--- config.mk ---
export PLATFORM = sky130hd
export DESIGN_NAME = conv_frame_ctrl_flat
export DESIGN_NICKNAME = d
export VERILOG_FILES = /design/src/rtl/conv_frame_ctrl_if.sv /design/src/rtl/conv_frame_ctrl.sv /design/src/flat_wrapper.sv
export SDC_FILE = /design/constraint.sdc
export NUM_CORES = 1
export LEC_CHECK = 0
export BUFFER_PORTS_ARGS = -buffer_cell sky130_fd_sc_hd__buf_2
export CORE_MARGIN = 3
export CORE_UTILIZATION = 55
export CTS_CLUSTER_DIAMETER = 100
export DETAILED_ROUTE_END_ITERATION = 8
export PLACE_DENSITY = 0.82
export SLEW_MARGIN = 5
export SYNTH_ARGS = -nofsm -noshare
export SYNTH_HDL_FRONTEND = slang
export SYNTH_SLANG_ARGS = --single-unit
export TNS_END_PERCENT = 100
--- constraint.sdc ---
create_clock -name clk -period 2.33 [get_ports clk]
set_clock_uncertainty 0.15 [all_clocks]
set_input_delay 0.233 -clock clk [delete_from_list [all_inputs] [get_ports clk]]
set_output_delay 0.233 -clock clk [all_outputs]
set_load 0.01 [all_outputs]
--- src/rtl/conv_frame_ctrl_if.sv ---
// Handshake and code-stream bundle for the K=3 rate-1/2 convolutional frame controller.
// The master modport is the source/sink side; the slave modport is the controller.
interface conv_frame_ctrl_if;
   logic start;
   logic abort;
   logic src_valid;
   logic src_bit;
   logic src_ready;
   logic code_bit;
   logic code_valid;
   logic code_last;
   logic busy;
   logic frame_done;

   modport master (
      output start,
      output abort,
      output src_valid,
      output src_bit,
      input  src_ready,
      input  code_bit,
      input  code_valid,
      input  code_last,
      input  busy,
      input  frame_done
   );

   modport slave (
      input  start,
      input  abort,
      input  src_valid,
      input  src_bit,
      output src_ready,
      output code_bit,
      output code_valid,
      output code_last,
      output busy,
      output frame_done
   );
endinterface

--- src/rtl/conv_frame_ctrl.sv ---
// Frame controller for a K=3, rate-1/2 convolutional encoder (g1=111, g2=101).
// Each info bit is emitted as c1 then c2; every frame ends with two zero flush bits.
module conv_frame_ctrl #(
   parameter int FRAME_LEN = 8   // info bits per frame, legal 1..255
) (
   input logic              clk,
   input logic              rst,
   conv_frame_ctrl_if.slave bus
);

   localparam int         TAIL_LEN     = 2;
   localparam logic [7:0] FRAME_LEN_W  = 8'(FRAME_LEN);
   localparam logic [1:0] TAIL_LEN_W   = 2'(TAIL_LEN);

   typedef enum logic [2:0] {
      IDLE,
      FETCH,
      EMIT0,
      EMIT1,
      FLUSH,
      DONE
   } state_t;

   state_t     state;
   state_t     state_next;

   logic [1:0] sr;
   logic       c1;
   logic       c2;
   logic [7:0] info_cnt;
   logic [1:0] tail_cnt;

   logic       accept;
   logic       inject;
   logic       clear_frame;
   logic       u;

   always_ff @(posedge clk or posedge rst) begin
      if (rst) begin
         state <= IDLE;
      end else begin
         state <= state_next;
      end
   end

   // Abort overrides every transition and also suppresses any bit consumption.
   always_comb begin
      state_next  = state;
      accept      = 1'b0;
      inject      = 1'b0;
      clear_frame = 1'b0;
      case (state)
         IDLE: begin
            if (bus.start) begin
               state_next  = FETCH;
               clear_frame = 1'b1;
            end
         end
         FETCH: begin
            if (bus.src_valid) begin
               accept     = 1'b1;
               state_next = EMIT0;
            end
         end
         EMIT0: begin
            state_next = EMIT1;
         end
         EMIT1: begin
            if (info_cnt < FRAME_LEN_W) begin
               state_next = FETCH;
            end else if (tail_cnt < TAIL_LEN_W) begin
               state_next = FLUSH;
            end else begin
               state_next = DONE;
            end
         end
         FLUSH: begin
            inject     = 1'b1;
            state_next = EMIT0;
         end
         DONE: begin
            clear_frame = 1'b1;
            state_next  = IDLE;
         end
         default: begin
            state_next = IDLE;
         end
      endcase
      if (bus.abort) begin
         state_next  = IDLE;
         accept      = 1'b0;
         inject      = 1'b0;
         clear_frame = 1'b1;
      end
   end

   assign u = accept ? bus.src_bit : 1'b0;

   // sr[0] holds the previous input (u1), sr[1] the one before it (u2).
   always_ff @(posedge clk or posedge rst) begin
      if (rst) begin
         sr       <= 2'b00;
         c1       <= 1'b0;
         c2       <= 1'b0;
         info_cnt <= 8'd0;
         tail_cnt <= 2'd0;
      end else if (clear_frame) begin
         sr       <= 2'b00;
         c1       <= 1'b0;
         c2       <= 1'b0;
         info_cnt <= 8'd0;
         tail_cnt <= 2'd0;
      end else if (accept || inject) begin
         c1 <= u ^ sr[0] ^ sr[1];
         c2 <= u ^ sr[1];
         sr <= {sr[0], u};
         if (accept) begin
            info_cnt <= info_cnt + 8'd1;
         end else begin
            tail_cnt <= tail_cnt + 2'd1;
         end
      end
   end

   assign bus.src_ready  = (state == FETCH) && !bus.abort;
   assign bus.code_valid = (state == EMIT0) || (state == EMIT1);
   assign bus.code_bit   = (state == EMIT0) ? c1 :
                           (state == EMIT1) ? c2 : 1'b0;
   assign bus.code_last  = (state == EMIT1) && (tail_cnt == TAIL_LEN_W);
   assign bus.busy       = (state != IDLE);
   assign bus.frame_done = (state == DONE) && !bus.abort;

endmodule
--- src/flat_wrapper.sv ---
// flat-port wrapper written by rule: the top's interface ports become plain ports
module conv_frame_ctrl_flat 
#(
   parameter int FRAME_LEN = 8                                       
)
  (clk, rst, bus_start, bus_abort, bus_src_valid, bus_src_bit, bus_src_ready, bus_code_bit, bus_code_valid, bus_code_last, bus_busy, bus_frame_done);
  conv_frame_ctrl_if bus_i ();
  input logic clk;
  input logic rst;
  input wire logic [$bits(bus_i.start)-1:0] bus_start;
  input wire logic [$bits(bus_i.abort)-1:0] bus_abort;
  input wire logic [$bits(bus_i.src_valid)-1:0] bus_src_valid;
  input wire logic [$bits(bus_i.src_bit)-1:0] bus_src_bit;
  output wire logic [$bits(bus_i.src_ready)-1:0] bus_src_ready;
  output wire logic [$bits(bus_i.code_bit)-1:0] bus_code_bit;
  output wire logic [$bits(bus_i.code_valid)-1:0] bus_code_valid;
  output wire logic [$bits(bus_i.code_last)-1:0] bus_code_last;
  output wire logic [$bits(bus_i.busy)-1:0] bus_busy;
  output wire logic [$bits(bus_i.frame_done)-1:0] bus_frame_done;
  assign bus_i.start = bus_start;
  assign bus_i.abort = bus_abort;
  assign bus_i.src_valid = bus_src_valid;
  assign bus_i.src_bit = bus_src_bit;
  assign bus_src_ready = bus_i.src_ready;
  assign bus_code_bit = bus_i.code_bit;
  assign bus_code_valid = bus_i.code_valid;
  assign bus_code_last = bus_i.code_last;
  assign bus_busy = bus_i.busy;
  assign bus_frame_done = bus_i.frame_done;
  conv_frame_ctrl #(.FRAME_LEN(FRAME_LEN)) u_core (.clk(clk), .rst(rst), .bus(bus_i));
endmodule
# Yosys cells after proc, flatten, opt, wreduce, memory -nomap -nowiden
# Index checks and enable logic that the tools add are counted.
# Widths: inputs -> output; s select.
[op_classes]
addsub = 2
magnitude_cmp = 2
n_eq_ne = 9
mux = 29
bitwise = 3
reduce_logical = 13
[ops]
columns = ["operator", "count"]
rows = [
  ["$mux 8", 3],
  ["$mux 1", 15],
  ["$pmux 3 s5", 1],
  ["$mux 3", 4],
  ["$mux 2", 5],
  ["$add 8x1->8 const B", 1],
  ["$lt 8x4->1 const B", 1],
  ["$eq 3x2->1 const B", 2],
  ["$eq 3x3->1 const B", 2],
  ["$ne 3x3->1 const B", 2],
  ["$reduce_and 2->1", 3],
  ["$reduce_bool 2->1", 2],
  ["$eq 3x1->1 const B", 1],
  ["$logic_and 1x1->1", 3],
  ["$logic_not 3->1", 1],
  ["$reduce_bool 3->1", 1],
  ["$xor 1x1->1", 3],
  ["$add 2x1->2 const B", 1],
  ["$eq 2x2->1 const B", 1],
  ["$logic_or 1x1->1", 2],
  ["$lt 2x2->1 const B", 1],
  ["$ne 2x2->1 const B", 1],
  ["$pmux 1 s2", 1],
  ["$logic_not 1->1", 1],
]
[word_totals]
register_bits = 17
inputBits = 6
output_inout_bits = 6
elab_cells = 64

# Logic depth before layout (Yosys ltp)
[logic_depth]
ltp_word = 8
mapped_depth = 6
ltp_nobuf = 5

# Least setup slack after synthesis
# No wires, ideal clock.
[synth_path]
path_kind = "register -> register"
from = "register u_core.state[1]"
to = "register u_core.info_cnt[7]"
setup_time_ns = 0.128
t_arrival_ns = 1.490
required_time_ns = 2.052
path_slack_ns = 0.562
stages_incl_launch_ff = 6
n_path_buf = 1
synth_period_minus_slack_ns = 1.768
cell_sequence = "dfrtp_1 > or4b_1 > buf_2 > nor4_1 > xnor2_1 > nor2_1"
[synth_between]
elab_chain_cells = 6
elab_cells_between_ends = 15
classes_between = "eq/ne (3); mux (7); reduce/logical (5)"
[synth_lines]
columns = ["item", "line_no", "source"]
rows = [
  ["from (decl)", "conv_frame_ctrl.sv:24", "state_t state;"],
  ["from (signal assigned)", "conv_frame_ctrl.sv:42", "state <= state_next;"],
  ["$eq 3x1->1 / $eq 3x3->1 (equally long branches)", "conv_frame_ctrl.sv:52", "case (state)"],
  ["$mux 1", "conv_frame_ctrl.sv:52", ""],
  ["$mux 1", "conv_frame_ctrl.sv:89", "if (bus.abort) begin"],
  ["$logic_or 1x1->1", "conv_frame_ctrl.sv:113", "end else if (accept || inject) begin"],
  ["$reduce_bool 2->1 (no line)", "-", ""],
  ["$reduce_and 2->1 (no line)", "-", ""],
  ["to (signal assigned)", "conv_frame_ctrl.sv:118", "info_cnt <= info_cnt + 8'd1;"],
  ["to (decl)", "conv_frame_ctrl.sv:30", "logic [7:0] info_cnt;"],
]
# Parallel ways exist; a longest one is shown, timed or not.
# A chain may end at the register's enable or synchronous reset.

# Final worst setup path
[layout_path]
from = "register u_core.state[2]"
to = "output port bus_src_ready"
[layout_between]
elab_chain_cells = 2
[layout_lines]
columns = ["item", "line_no", "source"]
rows = [
  ["$eq 3x1->1", "conv_frame_ctrl.sv:125", "assign bus.src_ready = (state == FETCH) && !bus.abort;"],
  ["$logic_and 1x1->1", "conv_frame_ctrl.sv:125", ""],
  ["to (decl)", "flat_wrapper.sv:14", "output wire logic [$bits(bus_i.src_ready)-1:0] bus_src_ready;"],
]
# No other way between the ends.

==> reports/summary.json <==
{
  "run_status": "finished clean",
  "seq_area_frac_synth": 0.4421,
  "post_synth_design_cell_area_um2": 962.2,
  "cts_tree": "built",
  "tns_ps": 0,
  "dr_total_vias": 806,
  "final_stage_net_count": 126,
  "detail_route.first_pass.iterations": 4,
  "synth_cell_type_count": 33,
  "syn-num-nets": 114,
  "ctsLongestPathBuffers": 2,
  "cpMaxStageDelayCell": "sky130_fd_sc_hd__or4b_1",
  "synthAdderAreaFrac": 0.02601,
  "startpoint_of_the_most_critical_register_to_register_path": "u_core.state[2]$_DFFE_PP0P_",
  "grt_max_degree": 18,
  "insertion_delay_ps": 290,
  "worst_setup_path_end_kind": "primary output",
  "numClockSinks": 17,
  "leakagePower_nw": 0.4858,
  "cts_max_level": 1,
  "dominant_combinational_cell_family_by_area_after_synthesis": "simple AND/OR/NAND/NOR gates",
  "dp_slack_ps": 346.2,
  "postRouteAntennaNets": 0,
  "setup_slack_ps": 237.0,
  "share_clk_of_total_power": 0.292,
  "slew_headroom": 0.5961,
  "post_cts_clock_slew_at_the_launch_and_capture_registers_of_the_worst_setup_and_hold_paths_ps": 100,
  "crit_path_start_kind": "register",
  "drc": 0,
  "initialDrtViolationCount": 24,
  "max_cap_viol_count": 0,
  "r2r_end": "u_core.info_cnt[5]$_DFFE_PP0P_",
  "postLayoutCellArea_um2": 1050,
  "timing.final.crit_share": 0.8983,
  "final-setup-viol-count": 0,
  "die-height_um": 47.83,
  "worstHoldPathType": "in2reg",
  "synthesis.area_per_instance_um2": 9.077,
  "floorplan.initialDensity": 0.6103,
  "ys_seq_elements": 17,
  "async_flop_share": 1.000,
  "dieArea_um2": 2287,
  "internal_power_mw": 0.3927,
  "total_detailed_routing_wirelength_um": 1878,
  "seq_power_share": 0.578,
  "post_synth_inst_count": 106,
  "placeableCoreArea_um2": 1577,
  "fillers": 125,
  "dpl_cell_area_um2": 1012,
  "power.net_switching_mw": 0.1434,
  "post_synth_xor_area_fraction": 0.09623,
  "grt_first_pass_wirelength_um": 3270,
  "cts_setup_buffers": 0,
  "grt_overflow_total": 0,
  "synth_flop_cell": "sky130_fd_sc_hd__dfrtp_1",
  "highest_attainable_clock_frequency_ghz": 0.4778,
  "grtUsageTotal": 0.2085,
  "detailedPlacementHpwl_um": 1405,
  "fp-row-count": 14,
  "swShare": 0.2675,
  "multi_input_area_um2": 481.7,
  "ir_worst_vdd_uv": 428.0,
  "rsz0062_at_grt": "no",
  "clk_root_buffer_cell": "sky130_fd_sc_hd__clkbuf_4",
  "antenna_violations_before_repair": 0,
  "power.density_nw_per_um2": 510.7,
  "drive_gt1_frac": 0.1624,
  "critPathRequiredTime_ps": 1950,
  "timing.critical_path.cells": "or4b_1, inv_1, buf_2",
  "power.combinational.fraction": 0.131,
  "final-hold-violation-count": 0,
  "vias_in_the_first_global_route": 745,
  "postCtsResizedCells": 0,
  "diodes": 0,
  "worst_slew_pin_slew_ps": 605.2,
  "cpLargestDelayFamily": "simple AND/OR/NAND/NOR gates",
  "area_grow_syn2layout_pct": 9.103,
  "power.total_mw": 0.5361,
  "seq_area_um2": 425.4,
  "synth-edff-count": 0,
  "post_drt_via_cell_ratio": 6.060,
  "reg_to_reg_slack_setup_ps": 300,
  "routed_wire_length_per_instance_um": 14.12,
  "share_of_the_synthesized_area_in_compound_gates_ao_oa_aoi_oai": 0.1144,
  "critical_path_peak_fanout": 12,
  "crit_path_max_incr_delay_ps": 670,
  "worst_ep_arrival_ps": 1710,
  "share_of_synthesized_area_spent_on_multiplexers": 0.01040,
  "critPathBufInv": 2,
  "cts.hold.buffers_added": 1,
  "ff2ff_path_depth": 4,
  "globalplace.congestion": 0.8601,
  "synth_simple_gate_area_share": 0.2536,
  "crit_cells": 3,
  "timing.critical_path.to": "bus_src_ready",
  "floorplan.io_pins": 12,
  "die_width_um": 47.83,
  "worst-setup-path-type": "reg2out",
  "ys_warn_count": 0,
  "cp-startpoint": "u_core.state[2]$_DFFE_PP0P_",
  "port_buffers": 11,
  "cts_inserted_buffers": 3,
  "final_period_minus_worst_setup_slack_ps": 2093,
  "drv_slew": 0
}
[stage by stage]
stage | cells | utilization | hold WS (ps)
3_5_place_dp | 128 | 0.6421 | 183.7
6_report | 133 | 0.6659 | 64.10
5_1_grt | 133 | 0.6659 | 82.86
3_3_place_gp | 128 | 0.6421 | 176.8
2_1_floorplan | 106 | - | 9.069
4_1_cts | 133 | 0.6659 | 60.58
[cells by family after synthesis]
kind of cell / count (synthesis)
AND/OR/NAND/NOR: 48
buffers and inverters: 12
adder cells (fa/ha/maj): 2
XOR/XNOR: 9
flip-flops: 17
multiplexers: 1
AO/OA/AOI/OAI: 17
[state kept, by name, indices dropped and copies added (netlist names)]
register,cells
u_core.c1,1
u_core.c2,1
u_core.info_cnt,8
u_core.sr,2
u_core.state,3
u_core.tail_cnt,2
[final cells by class]
class                           count  share of cell area
Timing Repair Buffer               13             0.06913
Inverter                            6             0.02145
Sequential cell                    17              0.4052
Tap cell                           16             0.01907
Multi-Input combinational cell     77              0.4589
Clock buffer                        3             0.02145
Clock inverter                      1            0.004768
[cells in the final DEF (no fill, tap or decap), drive strengths merged]
| cell type | Yosys | routed |
|---|---|---|
| mux2i | 1 | 1 |
| o21bai | 1 | 1 |
| dlygate4sd3 | 0 | 1 |
| nor2 | 14 | 14 |
| clkinv | 0 | 1 |
| or3b | 1 | 1 |
| nor4 | 3 | 3 |
| o2bb2ai | 3 | 3 |
| nor2b | 1 | 1 |
| and3b | 1 | 1 |
| nand3 | 3 | 3 |
| xnor3 | 1 | 1 |
| nor4b | 1 | 1 |
| and3 | 2 | 2 |
| xor2 | 1 | 1 |
| a21oi | 6 | 6 |
| a211o | 1 | 1 |
| buf | 3 | 12 |
| clkbuf | 3 | 3 |
| or4b | 2 | 2 |
| nand3b | 1 | 1 |
| or4 | 1 | 1 |
| nand4 | 1 | 1 |
| nand2 | 12 | 12 |
| nor3 | 4 | 4 |
| o21ai | 3 | 3 |
| xnor2 | 7 | 7 |
| ha | 2 | 2 |
| o31ai | 2 | 2 |
| a21o | 1 | 1 |
| dfrtp | 17 | 17 |
| inv | 6 | 6 |
| or2 | 1 | 1 |
[routing by layer]
metal	GRT usage	part of all wire
met1	0.2830	0.45
met2	0.3166	0.49
met3	0.04887	0.054
met4	0.09140	0.0091
met5	0	0
[worst min path at each step]
stage | start | slack [ps] | cells past startpoint | end
2_1_floorplan | rst | 9 | 1 | u_core.c1$_DFFE_PP0P_
3_3_place_gp | rst | 180 | 2 | u_core.sr[0]$_DFFE_PP0P_
3_5_place_dp | rst | 180 | 2 | u_core.sr[0]$_DFFE_PP0P_
4_1_cts | bus_abort | 60 | 2 | u_core.tail_cnt[0]$_DFFE_PP0P_
5_1_grt | bus_abort | 80 | 2 | u_core.tail_cnt[0]$_DFFE_PP0P_
6_report | bus_abort | 60 | 2 | u_core.tail_cnt[0]$_DFFE_PP0P_
[cell usage after synthesis (2+ instances only)]
| cell type | count | area share |
|---|---|---|
| sky130_fd_sc_hd__dfrtp_1 | 17 | 0.44 |
| sky130_fd_sc_hd__nor2_1 | 14 | 0.055 |
| sky130_fd_sc_hd__and3_1 | 2 | 0.013 |
| sky130_fd_sc_hd__clkbuf_1 | 3 | 0.012 |
| sky130_fd_sc_hd__inv_1 | 6 | 0.023 |
| sky130_fd_sc_hd__o21ai_0 | 3 | 0.016 |
| sky130_fd_sc_hd__nor4_1 | 3 | 0.020 |
| sky130_fd_sc_hd__buf_2 | 2 | 0.010 |
| sky130_fd_sc_hd__o31ai_1 | 2 | 0.016 |
| sky130_fd_sc_hd__nand3_1 | 3 | 0.016 |
| sky130_fd_sc_hd__nand2_1 | 12 | 0.047 |
| sky130_fd_sc_hd__xnor2_1 | 7 | 0.064 |
| sky130_fd_sc_hd__ha_1 | 2 | 0.026 |
| sky130_fd_sc_hd__o2bb2ai_1 | 3 | 0.027 |
| sky130_fd_sc_hd__a21oi_1 | 6 | 0.031 |
| sky130_fd_sc_hd__nor3_1 | 4 | 0.021 |
[power groups by stage]
stage               Clock (mW)  Combinational (mW)  Sequential (mW)
floorplan                    0              0.0561            0.310
global placement             0              0.0671            0.315
detailed placement           0              0.0689            0.315
CTS                      0.163              0.0704            0.309
global route             0.175              0.0799            0.311
finish                   0.156              0.0700            0.310
[worst register-to-register path, cell delays in order, from the launching register on]
cell and delay (ps):
sky130_fd_sc_hd__dfrtp_1 520, sky130_fd_sc_hd__or4b_1 670, sky130_fd_sc_hd__nor4_1 370, sky130_fd_sc_hd__xnor2_1 160, sky130_fd_sc_hd__nor2_1 50
No activity file was read; power rests on OpenSTA's default activity.
